$ cat config.mk
export PLATFORM = sky130hd
export DESIGN_NAME = stopwatch_ctrl
export DESIGN_NICKNAME = d
export VERILOG_FILES = /design/src/rtl/stopwatch_ctrl.sv
export SDC_FILE = /design/constraint.sdc
export NUM_CORES = 1
export LEC_CHECK = 0
export ABC_AREA = 1
export BUFFER_PORTS_ARGS = -buffer_cell sky130_fd_sc_hd__buf_2
export CORE_AREA = 5 5 73 59
export CTS_BUF_LIST = sky130_fd_sc_hd__clkbuf_4 sky130_fd_sc_hd__clkbuf_8 sky130_fd_sc_hd__clkbuf_16
export DETAILED_ROUTE_END_ITERATION = 8
export DIE_AREA = 0 0 78 64
export GPL_TIMING_DRIVEN = 0
export HOLD_SLACK_MARGIN = 0.1
export PLACE_DENSITY = 0.84
export SETUP_SLACK_MARGIN = 0.5
export SLEW_MARGIN = 20
export SYNTH_ARGS = -nofsm -noshare
export SYNTH_HDL_FRONTEND = slang
export SYNTH_SLANG_ARGS = --single-unit
export TNS_END_PERCENT = 20
$ cat constraint.sdc
create_clock -name clk -period 3.55 [get_ports clk]
set_input_delay 0.71 -clock clk [delete_from_list [all_inputs] [get_ports clk]]
set_output_delay 0.71 -clock clk [all_outputs]
set_load 0.05 [all_outputs]
$ cat src/rtl/stopwatch_ctrl.sv
// stopwatch_ctrl: run/pause/adjust sequencing and BCD MM:SS counters for the stopwatch.
// Buttons are synchronised and debounced; switches are synchronised only.
module stopwatch_ctrl #(
    parameter int DEBOUNCE_SAMPLES = 3,
    parameter int MAX_FIELD = 59
) (
    input  logic       clk,
    input  logic       rst_n,
    input  logic       tick_1hz,
    input  logic       tick_2hz,
    input  logic       tick_fast,
    input  logic       blink_phase,
    input  logic       rst_button,
    input  logic       pause_button,
    input  logic       adj_switch,
    input  logic       sel_switch,
    output logic [7:0] min_bcd,
    output logic [7:0] sec_bcd,
    output logic       blank_min,
    output logic       blank_sec,
    output logic       running
);
    localparam logic [7:0] MAX_BCD = 8'(((MAX_FIELD / 10) << 4) | (MAX_FIELD % 10));

    typedef enum logic {RUN, PAUSED} state_t;

    state_t state;
    logic [1:0] rst_sync, pause_sync, adj_sync, sel_sync;
    logic [1:0] lvl, acc, acc_d, press;
    logic [1:0][3:0] cnt;
    logic adj, sel, rst_press, pause_press;

    assign adj = adj_sync[1];
    assign sel = sel_sync[1];
    assign lvl = {pause_sync[1], rst_sync[1]};
    assign press = acc & ~acc_d;
    assign rst_press = press[0];
    assign pause_press = press[1];

    function automatic logic [7:0] bcd_inc(input logic [7:0] v);
        return (v == MAX_BCD) ? 8'h00 :
               (v[3:0] == 4'd9) ? {v[7:4] + 4'd1, 4'h0} : {v[7:4], v[3:0] + 4'd1};
    endfunction

    always_ff @(posedge clk or negedge rst_n) begin
        if (!rst_n) begin
            rst_sync <= '0;
            pause_sync <= '0;
            adj_sync <= '0;
            sel_sync <= '0;
        end else begin
            rst_sync <= {rst_sync[0], rst_button};
            pause_sync <= {pause_sync[0], pause_button};
            adj_sync <= {adj_sync[0], adj_switch};
            sel_sync <= {sel_sync[0], sel_switch};
        end
    end

    // Accepted level flips only after DEBOUNCE_SAMPLES consecutive disagreeing samples.
    always_ff @(posedge clk or negedge rst_n) begin
        if (!rst_n) begin
            cnt <= '0;
            acc <= '0;
            acc_d <= '0;
        end else begin
            acc_d <= acc;
            for (int b = 0; b < 2; b++) begin
                if (lvl[b] == acc[b]) cnt[b] <= '0;
                else if (tick_fast) begin
                    if (cnt[b] == 4'(DEBOUNCE_SAMPLES - 1)) begin
                        cnt[b] <= '0;
                        acc[b] <= lvl[b];
                    end else cnt[b] <= cnt[b] + 4'd1;
                end
            end
        end
    end

    always_ff @(posedge clk or negedge rst_n) begin
        if (!rst_n) begin
            state <= RUN;
            min_bcd <= 8'h00;
            sec_bcd <= 8'h00;
            running <= 1'b1;
            blank_min <= 1'b0;
            blank_sec <= 1'b0;
        end else begin
            blank_min <= adj & ~sel & blink_phase;
            blank_sec <= adj & sel & blink_phase;
            if (rst_press) begin
                state <= RUN;
                running <= 1'b1;
                min_bcd <= 8'h00;
                sec_bcd <= 8'h00;
            end else if (pause_press) begin
                state <= (state == RUN) ? PAUSED : RUN;
                running <= (state != RUN);
            end else if (state == RUN) begin
                if (!adj && tick_1hz) begin
                    sec_bcd <= bcd_inc(sec_bcd);
                    if (sec_bcd == MAX_BCD) min_bcd <= bcd_inc(min_bcd);
                end else if (adj && tick_2hz) begin
                    if (sel) sec_bcd <= bcd_inc(sec_bcd);
                    else min_bcd <= bcd_inc(min_bcd);
                end
            end
        end
    end
endmodule

* After elaboration in Yosys (flattened, before gate mapping) *
Cells that the tools add are included.

operators by class
  reductions and logical operators = 12
  eq/ne operators = 12
  muxes and demuxes = 28
  add/sub/neg operators = 6
  bitwise gates (word level) = 9

operators with widths
  operator             count
  $mux 8               17
  $add 4x1->4 const B  6
  $mux 4               6
  $eq 8x7->1 const B   2
  $eq 4x2->1 const B   2
  $eq 4x4->1 const B   2
  $reduce_and 3->1     2
  $reduce_bool 2->1    3
  $reduce_bool 3->1    2
  $mux 1               5
  $reduce_and 5->1     1
  $and 1x1->1          4
  $reduce_and 4->1     1
  $ne 3x1->1 const B   1
  $ne 3x2->1 const B   1
  $not 1->1            3
  $and 2x2->2          1
  $eq 1x1->1           2
  $logic_and 1x1->1    2
  $ne 2x1->1 const B   1
  $ne 2x2->1 const B   1
  $not 2->2            1
  $logic_not 1->1      1

word-level totals
  word-level logic and storage cells = 82
  output and inout port bits = 19
  register bits = 40

* Depth between registers and ports, before layout *
  word-level depth = 9
  gate-level depth with buffers = 9
  mapped depth without buffers = 9

* Worst setup path after synthesis *
OpenSTA, ideal clock, no wires.

  path type = flip-flop to flip-flop
  from = reg min_bcd[0]
  to = reg min_bcd[4]
  required time = 3.430 ns
  cell stages (with the launch flop) = 9
  buffers on the path = 0
  setup slack = 1.835 ns
  arrival = 1.595 ns
  period minus slack after synthesis = 1.715 ns
  cells stage by stage = dfrtp_1 ha_1 nand2_1 nor2_1 inv_1 o21ai_2 nand3_1 nand2_1 nand2_1

between the ends
  word-level cells in the longest chain between the ends = 9

RTL lines
  item                    line  source
  start, declared         17    output logic [7:0] min_bcd,
  start signal, assigned  101   if (sec_bcd == MAX_BCD) min_bcd <= bcd_inc(min_bcd);
  start signal, assigned  104   else min_bcd <= bcd_inc(min_bcd);
  $eq 4x4->1              42    (v[3:0] == 4'd9) ? {v[7:4] + 4'd1, 4'h0} : {v[7:4], v[3:0] + 4'd1};
  $mux 8                  n/a
  $mux 8 (*)              41    return (v == MAX_BCD) ? 8'h00 :
  $mux 8                  103   if (sel) sec_bcd <= bcd_inc(sec_bcd);
  $mux 8                  102   end else if (adj && tick_2hz) begin
  $mux 8 (*)              99    if (!adj && tick_1hz) begin
  $mux 8 (*)              98    end else if (state == RUN) begin
  $mux 8 (*)              95    end else if (pause_press) begin
  $mux 8 (*)              90    if (rst_press) begin

Every way passes the cells marked *; elsewhere a longest branch is shown, timed or not. The select of a mux whose other input is x is not followed.
A chain may end at the register's enable or synchronous reset.

* Worst setup path after layout *
  from = reg running
  to = out running

RTL lines
  item                    line  source
  start, declared         21    output logic running
  start signal, assigned  97    running <= (state != RUN);

No word-level cell between the ends.

==> summary.md <==
| Metric | Value |
|---|---|
| Leak Pwr | `1.20 nW` |
| Antenna viol nets, final | `0` |
| Cell Chain, Critical Path | `buf_2` |
| Detailed Place HPWL | `2.75 mm` |
| Final setup viols | `0` |
| Synthesized area | `2020 µm²` |
| Unique cell type count in the Yosys netlist | `27` |
| Die span in x | `78 µm` |
| WL/cell | `12.4 µm` |
| Worst hold path stage count | `0` |
| Placed insts | `295` |
| First-pass GRT wire length | `6.93 mm` |
| Worst Path Arrival | `1.09 ns` |
| Layout Skew | `0.00477 ns` |
| Drt initial violations | `93` |
| CTS Hold Bufs | `0` |
| CTS tree | `built` |
| Post-synth top flop | `dfrtp_1` |
| P&R area growth vs syn | `14.4%` |
| Reg-to-Reg End | `min_bcd[6]$_DFFE_PN0P_` |
| Cell Pwr Density | `731 nW/µm²` |
| Ports | `29` |
| Critical Path End Type | `output pin` |
| Max Cap Viol | `0` |
| Yosys reg bits | `40` |
| # diodes | `0` |
| Via count | `1551` |
| Max_slew headroom | `42.4%` |
| Die Area | `4990 µm²` |
| RSZ-0062 raised after global routing | `false` |
| Worst stage delay on the critical path | `0.54 ns` |
| TritonCTS Buffers | `5` |
| Reg clk slew, reported paths | `0.08 ns` |
| CP delay by family, top | `flip-flops` |
| Largest net degree at the start of global routing | `41` |
| Slowest CP cell | `dfstp_2` |
| Setup CP Type | `reg2out` |
| Worst Setup Start Kind | `flop` |
| FF-to-FF Start | `min_bcd[1]$_DFFE_PN0P_` |
| Clk_lat worst skew | `0.30 ns` |
| Post-CTS resize count | `0` |
| # rows | `19` |
| FF-to-FF path depth | `9` |
| Syn. warnings | `0` |
| Final wirelength | `3.77 mm` |
| Hold Startpoint | `pause_sync[0]$_DFF_PN0_` |
| # DRC | `0` |
| Cells after synthesis | `225` |
| Vias per cell | `5.12` |
| R2R setup slack | `2.00 ns` |
| Final Slew Violations | `0` |
| Worst Hold Class | `reg2reg` |
| # port buffers | `28` |
| Hold endpoint | `pause_sync[1]$_DFF_PN0_` |
| Fill cells | `274` |
| Post-synth EDFFs | `0` |
| Nets | `282` |
| Post CTS Setup Buffer Count | `0` |
| Final hold vios | `0` |
| Area leader, netlist | `dfrtp_1` |
| Clock root cell | `clkbuf_8` |
| Fmax | `0.556 GHz` |
| Required @ worst endpoint | `2.84 ns` |
| Tmin final | `1.80 ns` |
| Global route overflow | `0` |
| Initial core utilization | `57.8%` |
| VDD IR-drop max | `0.000391 V` |
| Syn_nets | `247` |
| Clock Sinks | `40` |
| CTS Buffer Depth | `2` |
| Router iterations before antenna repair | `4` |
| Ranking of synthesized cells by area | `dfrtp_1 48%, nand3_1 9.2%, nand2_1 8.9%` |
| Avg Cell Area, Syn | `8.97 µm²` |
| Setup TNS | `0 ns` |
| Sequential cell area fraction in the yosys report | `49.7%` |
| Status | `complete, no violations` |
| Overall routing resource usage | `17.2%` |
| Slew @ Worst Pin | `0.863 ns` |
| Async S/R FF share, synth | `100%` |
| Core box area | `3490 µm²` |
| Share of Yosys cell area claimed by the top area cell type | `48.4%` |
| Worst-path fanout max | `2` |
| Layout cells sized above 1 | `19.2%` |
| Initial antenna violation count | `0` |
| Global placement routability congestion | `0.787` |
| Non-filler cells, final | `303` |
| Vias in the first global route | `1501` |
| Die height | `64 µm` |
| Crit share post-route | `50.7%` |
| WP buf/inv | `1` |
| Htree depth | `2` |
-- final cells by class --
type / instances / area [µm²] / area share, %
flip-flops and latches: 40 / 1000 / 43.4
well taps: 42 / 52.6 / 2.28
repair buffers: 28 / 140 / 6.07
plain buffers: 1 / 11.3 / 0.488
inverters: 24 / 90.1 / 3.90
clock buffers: 6 / 82.6 / 3.58
clock inverters: 2 / 15.0 / 0.650
multi-input cells: 160 / 915 / 39.6
-- layer usage --
metal | vias to the layer above | global-route usage [%] | share of wire (%)
met3 | 5 | 4.49 | 5.2
met1 | 713 | 23.7 | 48
met2 | 32 | 26.3 | 45
met4 | 0 | 6.33 | 1.3
li1 | 801 | - | -
met5 | - | 0 | 0
-- cells in the mapped netlist, types with 2 or more instances --
master	number
nand3b_1	2
o21ai_2	2
dfrtp_1	39
nand3_1	37
nor2_1	18
a21oi_1	2
ha_1	12
nor2_4	2
o21ai_0	8
xnor2_1	4
o21ai_1	5
inv_1	21
inv_2	2
nand2_2	2
nand2_1	48
nor3_1	3
xor2_1	8
-- logic make-up (layout without fill, tap and decap cells) --
family          after synthesis  in the layout  share of synthesized area, %
compound gates               20             20                          6.32
xor+xnor                     12             12                          5.21
buf+inv                      25             61                          5.02
flops                        40             40                          49.7
fa+ha+maj                    12             12                          7.44
simple gates                116            116                          26.3
-- per-stage QoR --
step	setup WS, ns	utilization [%]	power (W)	hold slack, ns	area (µm²)
6_report	1.75	66.1	0.00169	0.355	2310
5_1_grt	1.72	66.1	0.00182	0.362	2310
4_1_cts	1.74	66.1	0.00170	0.356	2310
3_5_place_dp	1.84	63.3	0.00137	0.337	2210
3_3_place_gp	1.90	63.3	0.00135	0.332	2210
2_1_floorplan	1.83	-	0.00121	0.331	2020
-- sequential cells by signal (all words and copies together) (netlist names) --
signal      flops
pause_sync      2
blank_sec       1
acc             2
cnt             8
sel_sync        2
rst_sync        2
adj_sync        2
min_bcd         8
blank_min       1
state           1
acc_d           2
sec_bcd         8
running         1
-- worst max path at each step --
stage                                       from                     end  slack [ns]  cells after the start
after global placement                  tick_1hz  min_bcd[3]$_DFFE_PN0P_        1.90                      8
after detailed placement                tick_1hz  min_bcd[6]$_DFFE_PN0P_        1.84                      8
final                        running$_DFFE_PN1P_                 running        1.75                      1
after global routing      min_bcd[4]$_DFFE_PN0P_              min_bcd[4]        1.72                      1
after CTS                    running$_DFFE_PN1P_                 running        1.74                      1
after floorplan           min_bcd[0]$_DFFE_PN0P_  min_bcd[4]$_DFFE_PN0P_        1.83                      8
-- cell usage in the layout (no fill, tap or decap) --
cell type,n
a211oi_1,1
a21oi_1,2
buf_2,28
buf_6,1
clkbuf_8,6
clkinv_1,1
clkinvlp_4,2
dfrtp_1,39
dfstp_2,1
ha_1,12
inv_1,21
inv_2,2
nand2_1,48
nand2_2,2
nand2_4,1
nand3_1,37
nand3_2,1
nand3b_1,2
nand4_1,1
nor2_1,18
nor2_2,1
nor2_4,2
nor3_1,3
o211ai_4,1
o21ai_0,8
o21ai_1,5
o21ai_2,2
o22ai_1,1
xnor2_1,4
xor2_1,8
-- power by group --
part,leakage [nW],internal (W),switching [W]
Clock,0.0434,0.000157,0.000167
Sequential,0.517,0.000560,0.000112
Combinational,0.638,0.000207,0.000484
No activity file was read; power rests on OpenSTA's default activity.
